## src/rtl/otp_pkg.sv

```systemverilog
// Shared types and defaults for the OTP frame packer: FSM states, FIFO entry layout, checksum step.
package otp_pkg;

  localparam logic [7:0] SYNC_BYTE_DEF   = 8'hA5;
  localparam int         PAYLOAD_LEN_DEF = 8;
  localparam int         FIFO_W          = 11;

  typedef enum logic [2:0] {
    IDLE = 3'd0,
    SYNC = 3'd1,
    HDR  = 3'd2,
    PAY  = 3'd3,
    CSUM = 3'd4
  } state_t;

  typedef struct packed {
    logic [2:0] index;
    logic [7:0] data;
  } fifo_entry_t;

  function automatic logic [7:0] csum_fold(input logic [7:0] acc, input logic [7:0] b);
    return acc ^ b;
  endfunction

endpackage

```

## src/rtl/otp_frame_packer_if.sv

```systemverilog
// Ciphertext input stream and framed byte output stream of the packer.
interface otp_frame_packer_if;

  logic       in_valid;
  logic [7:0] in_data;
  logic [2:0] in_index;
  logic       in_ready;
  logic       out_valid;
  logic [7:0] out_data;
  logic       out_last;
  logic       out_ready;

  modport master (
    output in_valid, in_data, in_index, out_ready,
    input  in_ready, out_valid, out_data, out_last
  );

  modport slave (
    input  in_valid, in_data, in_index, out_ready,
    output in_ready, out_valid, out_data, out_last
  );

endinterface

```

## src/rtl/otp_sync_fifo.sv

```systemverilog
// Synchronous FIFO with full/empty/count; DEPTH must be a power of two so pointers wrap naturally.
module otp_sync_fifo
  import otp_pkg::*;
#(
  parameter int WIDTH = FIFO_W,
  parameter int DEPTH = 4
) (
  input  logic                     clk,
  input  logic                     rst_n,
  input  logic                     i_push,
  input  logic [WIDTH-1:0]         i_data,
  input  logic                     i_pop,
  output logic [WIDTH-1:0]         o_data,
  output logic                     o_full,
  output logic                     o_empty,
  output logic [$clog2(DEPTH):0]   o_count
);

  localparam int AW = $clog2(DEPTH);

  logic [WIDTH-1:0] r_mem [DEPTH];
  logic [AW-1:0]    r_wr_ptr;
  logic [AW-1:0]    r_rd_ptr;
  logic [AW:0]      r_count;

  // Storage array, written on push; contents need no reset.
  always_ff @(posedge clk) begin
    if (i_push) begin
      r_mem[r_wr_ptr] <= i_data;
    end
  end

  // Pointer and occupancy tracking.
  always_ff @(posedge clk) begin
    if (!rst_n) begin
      r_wr_ptr <= {AW{1'b0}};
      r_rd_ptr <= {AW{1'b0}};
      r_count  <= {(AW+1){1'b0}};
    end else begin
      if (i_push) r_wr_ptr <= r_wr_ptr + AW'(1);
      if (i_pop)  r_rd_ptr <= r_rd_ptr + AW'(1);
      case ({i_push, i_pop})
        2'b10:   r_count <= r_count + (AW+1)'(1);
        2'b01:   r_count <= r_count - (AW+1)'(1);
        default: r_count <= r_count;
      endcase
    end
  end

  assign o_data  = r_mem[r_rd_ptr];
  assign o_full  = (r_count == (AW+1)'(DEPTH));
  assign o_empty = (r_count == (AW+1)'(0));
  assign o_count = r_count;

endmodule

```

## src/rtl/otp_frame_packer.sv

```systemverilog
// Buffers ciphertext bytes and emits SYNC/HDR/payload/CSUM frames; flags pad-index sequence gaps.
module otp_frame_packer
  import otp_pkg::*;
#(
  parameter int         PAYLOAD_LEN = PAYLOAD_LEN_DEF,
  parameter int         FIFO_DEPTH  = 4,
  parameter logic [7:0] SYNC_BYTE   = SYNC_BYTE_DEF
) (
  input  logic                clk,
  input  logic                rst_n,
  otp_frame_packer_if.slave   bus,
  output logic                seq_err,
  output logic [4:0]          frame_cnt
);

  localparam int               BW        = $clog2(PAYLOAD_LEN);
  localparam int               CW        = $clog2(FIFO_DEPTH) + 1;
  localparam logic [BW-1:0]    LAST_BEAT = BW'(PAYLOAD_LEN - 1);

  state_t              r_state;
  logic [BW-1:0]       r_beat;
  logic [7:0]          r_csum;
  logic [2:0]          r_exp_idx;
  logic [4:0]          r_frame_cnt;
  logic                r_seq_err;

  logic                w_push;
  logic                w_pop;
  logic                w_fire;
  logic                w_full;
  logic                w_empty;
  logic [CW-1:0]       w_count;
  logic [FIFO_W-1:0]   w_fifo_q;
  fifo_entry_t         w_head;
  logic                w_out_valid;
  logic [7:0]          w_out_data;
  logic                w_out_last;

  assign w_push = bus.in_valid && !w_full;
  assign w_head = fifo_entry_t'(w_fifo_q);
  assign w_fire = w_out_valid && bus.out_ready;
  assign w_pop  = w_fire && (r_state == PAY);

  otp_sync_fifo #(
    .WIDTH (FIFO_W),
    .DEPTH (FIFO_DEPTH)
  ) u_fifo (
    .clk     (clk),
    .rst_n   (rst_n),
    .i_push  (w_push),
    .i_data  ({bus.in_index, bus.in_data}),
    .i_pop   (w_pop),
    .o_data  (w_fifo_q),
    .o_full  (w_full),
    .o_empty (w_empty),
    .o_count (w_count)
  );

  // Output byte selection; every source is a register, so bytes hold while stalled.
  always_comb begin
    w_out_valid = 1'b0;
    w_out_data  = 8'h00;
    w_out_last  = 1'b0;
    case (r_state)
      IDLE: begin
        w_out_valid = 1'b0;
      end
      SYNC: begin
        w_out_valid = 1'b1;
        w_out_data  = SYNC_BYTE;
      end
      HDR: begin
        w_out_valid = 1'b1;
        w_out_data  = {r_frame_cnt, w_head.index};
      end
      PAY: begin
        w_out_valid = !w_empty;
        w_out_data  = w_head.data;
      end
      CSUM: begin
        w_out_valid = 1'b1;
        w_out_data  = r_csum;
        w_out_last  = 1'b1;
      end
      default: begin
        w_out_valid = 1'b0;
      end
    endcase
  end

  // Frame FSM, checksum, beat counter, frame counter and sequence checker.
  always_ff @(posedge clk) begin
    if (!rst_n) begin
      r_state     <= IDLE;
      r_beat      <= {BW{1'b0}};
      r_csum      <= 8'h00;
      r_exp_idx   <= 3'd0;
      r_frame_cnt <= 5'd0;
      r_seq_err   <= 1'b0;
    end else begin
      r_seq_err <= w_push && (bus.in_index != r_exp_idx);
      if (w_push) r_exp_idx <= bus.in_index + 3'd1;
      case (r_state)
        IDLE: if (w_count != CW'(0)) r_state <= SYNC;
        SYNC: if (w_fire) begin
          r_csum  <= 8'h00;
          r_state <= HDR;
        end
        HDR: if (w_fire) begin
          r_csum  <= w_out_data;
          r_beat  <= {BW{1'b0}};
          r_state <= PAY;
        end
        PAY: if (w_fire) begin
          r_csum <= csum_fold(r_csum, w_out_data);
          if (r_beat == LAST_BEAT) r_state <= CSUM;
          else                     r_beat  <= r_beat + BW'(1);
        end
        CSUM: if (w_fire) begin
          r_frame_cnt <= r_frame_cnt + 5'd1;
          r_state     <= IDLE;
        end
        default: r_state <= IDLE;
      endcase
    end
  end

  assign bus.in_ready  = !w_full;
  assign bus.out_valid = w_out_valid;
  assign bus.out_data  = w_out_data;
  assign bus.out_last  = w_out_last;
  assign seq_err       = r_seq_err;
  assign frame_cnt     = r_frame_cnt;

endmodule

```

## src/flat_wrapper.sv

```systemverilog
// flat-port wrapper written by rule: the top's interface ports become plain ports
module otp_frame_packer_flat import otp_pkg::*;
#(
  parameter int         PAYLOAD_LEN = PAYLOAD_LEN_DEF,
  parameter int         FIFO_DEPTH  = 4,
  parameter logic [7:0] SYNC_BYTE   = SYNC_BYTE_DEF
)
  (clk, rst_n, seq_err, frame_cnt, bus_in_valid, bus_in_data, bus_in_index, bus_out_ready, bus_in_ready, bus_out_valid, bus_out_data, bus_out_last);
  otp_frame_packer_if bus_i ();
  input  logic clk;
  input  logic rst_n;
  output logic seq_err;
  output logic [4:0] frame_cnt;
  input wire logic [$bits(bus_i.in_valid)-1:0] bus_in_valid;
  input wire logic [$bits(bus_i.in_data)-1:0] bus_in_data;
  input wire logic [$bits(bus_i.in_index)-1:0] bus_in_index;
  input wire logic [$bits(bus_i.out_ready)-1:0] bus_out_ready;
  output wire logic [$bits(bus_i.in_ready)-1:0] bus_in_ready;
  output wire logic [$bits(bus_i.out_valid)-1:0] bus_out_valid;
  output wire logic [$bits(bus_i.out_data)-1:0] bus_out_data;
  output wire logic [$bits(bus_i.out_last)-1:0] bus_out_last;
  assign bus_i.in_valid = bus_in_valid;
  assign bus_i.in_data = bus_in_data;
  assign bus_i.in_index = bus_in_index;
  assign bus_i.out_ready = bus_out_ready;
  assign bus_in_ready = bus_i.in_ready;
  assign bus_out_valid = bus_i.out_valid;
  assign bus_out_data = bus_i.out_data;
  assign bus_out_last = bus_i.out_last;
  otp_frame_packer #(.PAYLOAD_LEN(PAYLOAD_LEN), .FIFO_DEPTH(FIFO_DEPTH), .SYNC_BYTE(SYNC_BYTE)) u_core (.clk(clk), .rst_n(rst_n), .bus(bus_i), .seq_err(seq_err), .frame_cnt(frame_cnt));
endmodule
```

## config.mk

```make
export PLATFORM = sky130hd
export DESIGN_NAME = otp_frame_packer_flat
export DESIGN_NICKNAME = d
export VERILOG_FILES = /design/src/rtl/otp_pkg.sv /design/src/rtl/otp_frame_packer_if.sv /design/src/rtl/otp_sync_fifo.sv /design/src/rtl/otp_frame_packer.sv /design/src/flat_wrapper.sv
export SDC_FILE = /design/constraint.sdc
export NUM_CORES = 1
export LEC_CHECK = 0
export ABC_AREA = 1
export CORE_UTILIZATION = 57
export CTS_CLUSTER_SIZE = 12
export DETAILED_ROUTE_END_ITERATION = 6
export PLACE_DENSITY = 0.79
export SYNTH_ARGS = -nofsm -noshare
export SYNTH_HDL_FRONTEND = slang
export SYNTH_SLANG_ARGS = --single-unit
export TNS_END_PERCENT = 100
```

## constraint.sdc

```tcl
create_clock -name clk -period 2.5 [get_ports clk]
set_input_delay 0.5 -clock clk [delete_from_list [all_inputs] [get_ports clk]]
set_output_delay 0.5 -clock clk [all_outputs]
set_load 0.01 [all_outputs]
```

==> After elaboration in Yosys (flattened, before gate mapping) <==
Memory sizes are Yosys's and may differ from the RTL's. A register that Yosys moved wholly into a read port is not among the register bits.
Index checks and enable logic that the tools add are counted.
{ "word_totals": {"ff_bits": 30, "latch_bits": 0, "mem_bits_rw": 44, "mem_bits_ro": 0, "inputBits": 15, "output_inout_bits": 17, "elab_cells": 73, "n_memories": 1} }
{ "mem_list": {"columns": ["name", "words", "width", "rd", "rd_clocked_by_memory_dff", "wr", "line_no", "text"], "rows": [
  ["u_core.u_fifo.r_mem", 4, 11, 1, 1, 1, "otp_sync_fifo.sv:21", "logic [WIDTH-1:0] r_mem [DEPTH];"]
]} }
{ "classes": {"n_addsub": 7, "mul": 0, "n_div": 0, "n_lt_le_gt_ge": 0, "eq_ne": 16, "n_shift": 0, "muxes": 22, "bitwise": 1, "n_reduce_logical": 17} }
{ "ops": {"columns": ["op", "count"], "rows": [
  ["$pmux 8 s4", 1],
  ["$mux 3", 8],
  ["$mux 8", 3],
  ["$pmux 8 s3", 1],
  ["$pmux 3 s5", 1],
  ["$pmux 3 s2", 2],
  ["$ne 2x1->1 const B", 5],
  ["$add 3x1->3 const B", 3],
  ["$eq 3x3->1 const B", 3],
  ["$reduce_and 4->1", 2],
  ["$xor 8x8->8", 1],
  ["$eq 3x2->1 const B", 2],
  ["$logic_not 3->1", 2],
  ["$reduce_and 6->1", 1],
  ["$reduce_bool 3->1", 2],
  ["$add 5x1->5 const B", 1],
  ["$add 2x1->2 const B", 2],
  ["$logic_and 1x1->1", 4],
  ["$mux 2", 2],
  ["$ne 2x2->1 const B", 2],
  ["$reduce_bool 2->1", 2],
  ["$eq 3x1->1 const B", 1],
  ["$mux 1", 3],
  ["$ne 3x3->1", 1],
  ["7 further kinds", 8]
]} }

==> Longest topological paths before layout <==
Gate-level depths: netlist of the first run.
{ "depth": {"ltp_word": 7, "ltp_mapped": 14, "depth_no_buf": 14} }

==> Modules after synthesis <==
From an unflattened synthesis of the first run, not the netlist that was laid out.
{ "hier_totals": {"cells_unflattened": 395, "hier_area_um2": 3594.7} }
{ "by_module_without_submodules": {"columns": ["module", "instances", "cells_each", "area_per_inst_um2", "seq_area_each_um2"], "rows": [
  ["otp_sync_fifo", 1, 164, 2070.7, 1501.4],
  ["otp_frame_packer", 1, 231, 1524.0, 460.4]
]} }

==> Least setup slack after synthesis of the first run <==
No wires, ideal clock.
{ "synth_path": {"kind": "flip-flop to flip-flop", "start": "register u_core.r_state[0]", "end": "register u_core.u_fifo.r_count[2] (netlist: u_core.u_fifo.o_count[2])", "arrival_ns": 2.137, "required_time_ns": 2.378, "slack_ns": 0.241, "stages_incl_launch_ff": 12, "period_less_slack_ns": 2.259, "path_cell_list": "dfxtp_1 nand3_2 o21ai_2 nand2_4 nor2_4 ha_1 inv_1 fa_1 a21oi_1 o21ai_0 o21ai_0 a21oi_1"} }
{ "synth_between": {"elab_chain_cells": 7, "elab_cells_between_ends": 12} }
{ "synth_lines": {"columns": ["element", "line_no", "text"], "rows": [
  ["start: declaration", "otp_frame_packer.sv:20", "state_t r_state;"],
  ["start signal: assignment", "otp_frame_packer.sv:94", "r_state <= IDLE;"],
  ["start signal: assignment", "otp_frame_packer.sv:104", "IDLE: if (w_count != CW'(0)) r_state <= SYNC;"],
  ["start signal: assignment", "otp_frame_packer.sv:107", "r_state <= HDR;"],
  ["$eq 3x1->1 (tied with other cells)", "otp_frame_packer.sv:64", "case (r_state)"],
  ["$reduce_or 3->1 (no line)", null, null],
  ["$pmux 1 s2 *", "otp_frame_packer.sv:64", null],
  ["net bus_out_valid", "flat_wrapper.sv:19", "output wire logic [$bits(bus_i.out_valid)-1:0] bus_out_valid;"],
  ["$logic_and 1x1->1 *", "otp_frame_packer.sv:41", "assign w_fire = w_out_valid && bus.out_ready;"],
  ["$logic_and 1x1->1 *", "otp_frame_packer.sv:42", "assign w_pop = w_fire && (r_state == PAY);"],
  ["net u_core.u_fifo.i_pop", "otp_sync_fifo.sv:12", "input logic i_pop,"],
  ["$eq 2x1->1 or $eq 2x2->1 (tied branches)", "otp_sync_fifo.sv:42", "case ({i_push, i_pop})"],
  ["$pmux 3 s2 or $reduce_bool 2->1 (tied branches)", null, null],
  ["end signal: assignment", "otp_sync_fifo.sv:43", "2'b10: r_count <= r_count + (AW+1)'(1);"],
  ["end signal: assignment", "otp_sync_fifo.sv:44", "2'b01: r_count <= r_count - (AW+1)'(1);"],
  ["end signal: assignment", "otp_sync_fifo.sv:45", "default: r_count <= r_count;"],
  ["end: declaration", "otp_sync_fifo.sv:24", "logic [AW:0] r_count;"]
]} }
The timed path passes the listed nets; every way through them passes the cells marked *.
A chain may end at the register's enable or synchronous reset.

==> Worst setup path in the final report of the first run <==
{ "layout_path": {"start": "register u_core.r_state[0]", "end": "output port bus_out_valid"} }
{ "layout_between": {"elab_chain_cells": 3, "elab_cells_between_ends": 6} }
{ "layout_lines": {"columns": ["element", "line_no"], "rows": [
  ["$eq 3x1->1 (tied with other cells)", "otp_frame_packer.sv:64"],
  ["$reduce_or 3->1 (no line)", null],
  ["$pmux 1 s2 *", "otp_frame_packer.sv:64"],
  ["end: declaration", "flat_wrapper.sv:19"]
]} }
Every way passes the cells marked *; elsewhere a longest branch is shown, timed or not.

==> results of run 1 <==
[Yosys cell counts, types with 2 or more instances]
cell	n
ha_1	9
nand2_1	132
nor2_2	2
clkbuf_1	5
nand3b_1	2
buf_2	6
inv_2	6
dfxtp_1	32
xnor2_1	7
nor2_1	29
inv_1	54
nand3_1	41
o21ai_1	6
o21ai_0	9
nand4_1	6
nor2_4	3
edfxtp_1	44
nand2_2	2
a21oi_1	20
nand3_2	2
[logic make-up after synthesis]
kind of cell               Yosys count  synth area share (%)
xor gates and xnor gates             8                  1.93
AOI/OAI and AO/OA                   40                  6.06
adders and majority gates           10                  3.65
and+or+nand+nor                    222                  26.7
DFF                                 76                  54.0
buffers and inverters               72                  7.65
[timing repair]
action | CTS | global route
pin swaps | 0 | 1
endpoints found under the setup margin | 8 | 9
resized for setup | 13 | 15
setup buffers | 8 | 4
endpoints found under the hold margin | 0 | 0
[through the flow]
stage               worst slack, ns  setup TNS (ns)  total power [mW]  util, %
finish                        0.108               0              3.40     74.3
global route               -0.00824        -0.00824              3.57     74.3
CTS                          0.0138               0              3.38     73.2
detailed placement           0.0852               0              2.29     67.9
global placement              0.145               0              2.27     67.9
floorplan                     0.241               0              2.00        -
[flip-flops by register name, indices dropped and copies added (netlist names), named ones only]
register                count
u_core.u_fifo.r_wr_ptr      2
u_core.seq_err              1
u_core.r_state              3
u_core.r_beat               3
u_core.r_csum               8
u_core.u_fifo.r_mem        44
u_core.u_fifo.r_rd_ptr      2
u_core.u_fifo.o_count       3
u_core.r_exp_idx            3
u_core.frame_cnt            5
[where the power goes]
part	internal, mW	switching [mW]
combinational	0.357	0.513
sequential	1.41	0.0631
clock	0.579	0.485
total	2.34	1.06
[worst max-delay path, stage by stage, from the launching register on]
cell and delay (ns):
dfxtp_2 0.42, nor2_2 0.07, nand2_1 0.12, inv_4 0.06, buf_4 0.12, nor2_1 0.14, o21ai_2 0.10, clkdlybuf4s50_1 0.50
[per-layer routing]
metal  global-route usage [%]  routed length, um  vias to the layer above  part of all wire [%]
met5                        0                  0                        -                     0
met4                     12.3                163                        0                   2.2
met3                     4.56                390                       16                   5.2
met2                     42.4               3820                       65                    51
met1                     29.9               3100                     1360                    41
li1                         -                  -                     1507                     -
[final cells by class]
class / instances / area [um^2]
tap: 75 / 93.8
fill: 440 / 1550
timing repair buffer: 57 / 542
sequential: 76 / 1970
multi-input combinational: 280 / 1400
clock buffer: 9 / 124
inverter: 61 / 245
clock inverter: 7 / 105
[path summary, 6_finish.rpt]
check	startpoint	end	slack, ns	cells after the start
worst max-delay path	u_core.r_state[0]	bus_out_valid	0.11	7
worst min-delay path	u_core.u_fifo.r_rd_ptr[1]	flop	0.48	2
worst max register to register	u_core.r_state[0]	u_core.u_fifo.o_count[2]	0.16	15
worst min register to register	u_core.u_fifo.r_rd_ptr[1]	flop	0.48	2
==> results.sh, run 1 <==
export IMPL_antenna_cells=0
export IMPL_stdcell_count=565
export IMPL_ys_seq_area_share_pct=54.0
export IMPL_cts_tree="built"
export IMPL_syn2layout_area_growth_pct=23.3
export IMPL_dr_pass1_iters=4
export IMPL_min_path_type="flop to flop"
export IMPL_cp_required_ns=2.00
export IMPL_ys_flop_type="edfxtp_1"
export IMPL_final_max_slew_viol_count=0
export IMPL_cts_hold_buf=0
export IMPL_p_leak_nw=2.03
export IMPL_core_area_um2=6030
export IMPL_ant_nets=0
export IMPL_clk_pin_slew_ns=0.08
export IMPL_maxSlewHeadroom_pct=71.3
export IMPL_clockBufferDepth=2
export IMPL_die_y_um=81.8
export IMPL_drc=0
export IMPL_period_needed_ns=2.39
export IMPL_layout_common_cells="nand2_1, inv_1, edfxtp_1"
export IMPL_gr_total_overflow=0
export IMPL_vias=2948
export IMPL_fin_nets=510
export IMPL_grt_max_degree=25
export IMPL_synthArstFlopShare_pct=0
export IMPL_drt_total_wl_um=7470
export IMPL_timing_hold_ws_ns=0.480
export IMPL_ys_top_cells_by_area="edfxtp_1, dfxtp_1, nand2_1"
export IMPL_cts_root_buffer="clkbuf_8"
export IMPL_setup_viol=0
export IMPL_synth_cells=428
export IMPL_clock_sinks=76
export IMPL_hold_violations=0
export IMPL_final_area_um2=4480
export IMPL_syn_nets=453
export IMPL_cts_buffers=9
export IMPL_dpl_hpwl_um=4900
export IMPL_skew_ns=0.00686
export IMPL_ir_drop_mv=0.541
export IMPL_crit_path_start_kind="flop"
export IMPL_syn_avg_cell_area_um2=8.49
export IMPL_rows=28
export IMPL_port_buffers=31
export IMPL_gp_congestion=0.836
export IMPL_dp_cells=537
export IMPL_power_density_nw_per_um2=760
export IMPL_grt_use_total_pct=24.8
export IMPL_ys_types=31
export IMPL_yosys_warnings=0
export IMPL_fin_crit_sh_pct=95.7
export IMPL_yosys_area_top_type="edfxtp_1"
export IMPL_worst_pin_slew_ns=0.427
export IMPL_synth_top_area_share_pct=36.4
export IMPL_status="complete, no violations"
export IMPL_die_area_um2=6700
export IMPL_cap_violations=0
export IMPL_grt_pass1_wl_um=12100
export IMPL_drt_iter0_drc=124
export IMPL_start_util_pct=60.3
export IMPL_dpl_cell_area_um2=4090
export IMPL_final_common_cell="nand2_1"
export IMPL_insertion_delay_ns=0.36
export IMPL_antenna_found_initial=0
export IMPL_drive_gt1_share_pct=14.1
export IMPL_synth_edf_count=44
export IMPL_max_freq_mhz=418
export IMPL_yosys_register_bits=76
export IMPL_syn_area_um2=3630
export IMPL_cp_data_arrival_time_ns=1.89
export IMPL_worstPathMaxFanout=6
export IMPL_io_pins=32
export IMPL_wl_per_cell_um=13.2
export IMPL_grt_pass1_vias=2715
export IMPL_post_drt_via_cell_ratio=5.22
export IMPL_fp_dieW_um=81.8
export IMPL_crit_type="flop to output pin"
export IMPL_cp_end_kind="output pin"
export IMPL_h_tree_depth=3
Note: power is estimated with default switching activity, not from simulation.
==> run 2, diff against run 1 <==
- SETUP_SLACK_MARGIN: not set -> 0.4
==> run 2 against run 1 <==
Flip-flop and latch count did not move; critical endpoint is now bus_out_data[0]; power fell by 0.17%; critical path type unchanged; final cell count rose by 3.2%; non-clock buffer count rose by 18; largest cell class unchanged; sequential share of layout area fell by 1.8 points; hold slack improved by 0.010 ns; core utilization rose by 3.5 points.
==> results.sh, run 2 (synthesis gave the netlist of run 1 again) <==
export IMPL_status="complete, no violations"
export IMPL_ant_nets=0
export IMPL_crit_path_start_kind="flop"
export IMPL_worstPathMaxFanout=6
export IMPL_cts_tree="built"
export IMPL_dp_cells=534
export IMPL_crit_chain="nor2_4 -> buf_4 -> buf_4 -> nand3_1 -> nand2_1 -> inv_1 -> nand3_2 -> buf_6"
export IMPL_largest_reg_flops=44
export IMPL_p_leak_nw=2.07
export IMPL_slowest_delay_ns=0.43
export IMPL_cp_num_buf_inv=4
export IMPL_dr_pass1_iters=5
export IMPL_fin_nets=528
export IMPL_final_common_cell="nand2_1"
export IMPL_cp_data_arrival_time_ns=1.66
export IMPL_hold_violations=0
export IMPL_antenna_cells=0
export IMPL_hold_depth=2
export IMPL_drc=0
export IMPL_grt_use_total_pct=25.6
export IMPL_clock_sinks=76
export IMPL_port_buffers=31
export IMPL_wl_per_cell_um=14.5
export IMPL_setup_viol=0
export IMPL_fin_setup_tns_ns=0
export IMPL_min_path_type="flop to flop"
export IMPL_antenna_found_initial=0
export IMPL_cts_buffers=9
export IMPL_crit_type="flop to output pin"
export IMPL_final_max_slew_viol_count=0
export IMPL_start_util_pct=60.3
export IMPL_io_pins=32
export IMPL_cp_required_ns=2.00
export IMPL_ir_drop_mv=0.553
export IMPL_fp_dieW_um=81.8
export IMPL_rsz0062_at_grt="true"
export IMPL_period_needed_ns=2.16
export IMPL_die_y_um=81.8
export IMPL_max_freq_mhz=463
export IMPL_maxSlewHeadroom_pct=77.4
export IMPL_grt_max_degree=25
export IMPL_post_drt_via_cell_ratio=5.36
export IMPL_drt_total_wl_um=8450
export IMPL_rows=28
export IMPL_finalWorstSetupSlack_ns=0.340
export IMPL_cp_common_cell="buf_4"
export IMPL_die_area_um2=6700
export IMPL_syn2layout_area_growth_pct=29.1
export IMPL_drt_iter0_drc=236
export IMPL_top_register="u_core.u_fifo.r_mem"
export IMPL_stdcell_count=583
export IMPL_power_density_nw_per_um2=725
export IMPL_dp_slack_ns=0.126
export IMPL_vias=3123
export IMPL_fin_crit_sh_pct=86.4
export IMPL_reg2regPathDepth=13
export IMPL_h_tree_depth=3
export IMPL_dpl_hpwl_um=4840
export IMPL_cts_root_buffer="clkbuf_8"
export IMPL_skew_ns=0.0102
export IMPL_cp_end_kind="output pin"
export IMPL_path_delay_family="buffers and inverters"
export IMPL_cp_depth=8
export IMPL_gp_congestion=0.802
export IMPL_clk_pin_slew_ns=0.07
export IMPL_insertion_delay_ns=0.36
export IMPL_slowest_stage="dfxtp_4"
export IMPL_core_area_um2=6030
export IMPL_grt_pass1_vias=2924
export IMPL_layout_common_cells="nand2_1, inv_1, edfxtp_1"
export IMPL_grt_pass1_wl_um=12500
export IMPL_gr_total_overflow=0
export IMPL_cap_violations=0
export IMPL_clockBufferDepth=2
export IMPL_drive_gt1_share_pct=23.8
export IMPL_worst_pin_slew_ns=0.337
## run 2: changes by cell type in the layout (fill, tap and decap cells not counted), moves of 3 or more
cell,change
nand3_1,-11
nand2_1,-8
nand2_2,+7
dfxtp_2,-3
buf_6,+3
dlymetal6s2s_1,-7
buf_4,+17
nand3_4,+3
dfxtp_4,+3
buf_2,+5
nand3_2,+8
## run 2: cell type report
cell class              instances  area [um^2]
flip-flops and latches         76         1980
multi-input cells             280         1540
fillers                       383         1340
repair buffers                 75          649
inverters                      61          250
clock buffers                   9          124
well taps                      75         93.8
clock inverters                 7         51.3
## run 2: final timing paths
kind / from / to / slack [ns]
setup reg to reg: u_core.r_state[2] / u_core.u_fifo.o_count[2] / 0.42
setup / recovery: u_core.r_state[0] / bus_out_data[0] / 0.34
hold reg to reg: u_core.u_fifo.r_rd_ptr[1] / flop / 0.49
hold / removal: u_core.u_fifo.r_rd_ptr[1] / flop / 0.49
## run 2: layer usage
metal,vias up,wire (um),global-route usage (%)
li1,1539,-,-
met1,1452,3530,29.8
met2,109,4230,43.1
met3,23,474,4.67
met4,0,218,17.0
met5,-,0,0
## run 2: worst register-to-register path, cell delays in order, from the launching register on
cell     delay (ns)
dfxtp_4        0.40
inv_6          0.08
nand3_4        0.07
buf_6          0.13
o21ai_4        0.14
nand2_4        0.07
nor2_4         0.15
ha_4           0.14
inv_2          0.05
fa_2           0.37
a21oi_2        0.13
o21ai_1        0.08
o21ai_1        0.12
a21oi_1        0.04
## run 2: where the power goes
group / internal, mW / switching, mW / total, mW / leakage, nW
clock network: 0.363 / 0.475 / 0.838 / 0.0872
registers: 1.41 / 0.0840 / 1.50 / 0.668
logic: 0.461 / 0.603 / 1.06 / 1.31
## run 2: stage by stage
stage / hold slack, ns / cell area [um^2] / total power [mW] / util (%)
2_1_floorplan: 0.442 / 3670 / 2.05 / -
3_3_place_gp: 0.456 / 4110 / 2.31 / 68.1
3_5_place_dp: 0.473 / 4110 / 2.33 / 68.1
4_1_cts: 0.487 / 4510 / 3.23 / 74.9
5_1_grt: 0.523 / 4690 / 3.55 / 77.8
6_report: 0.490 / 4690 / 3.40 / 77.8
## run 2: timing repair
| item | CTS | global route |
|---|---|---|
| pin swaps | 10 | 9 |
| buffers inserted | 24 | 9 |
| gates cloned | 0 | 0 |
| resized for setup | 56 | 29 |
| hold buffers | 0 | 0 |
| hold endpoints to repair | 0 | 0 |
| setup endpoints to repair | 12 | 12 |
==> run 3, diff against run 2 <==
- SKIP_LAST_GASP: not set -> 1
==> results of run 3 <==
Final layout, timing and power as in run 2 (identical DEF).
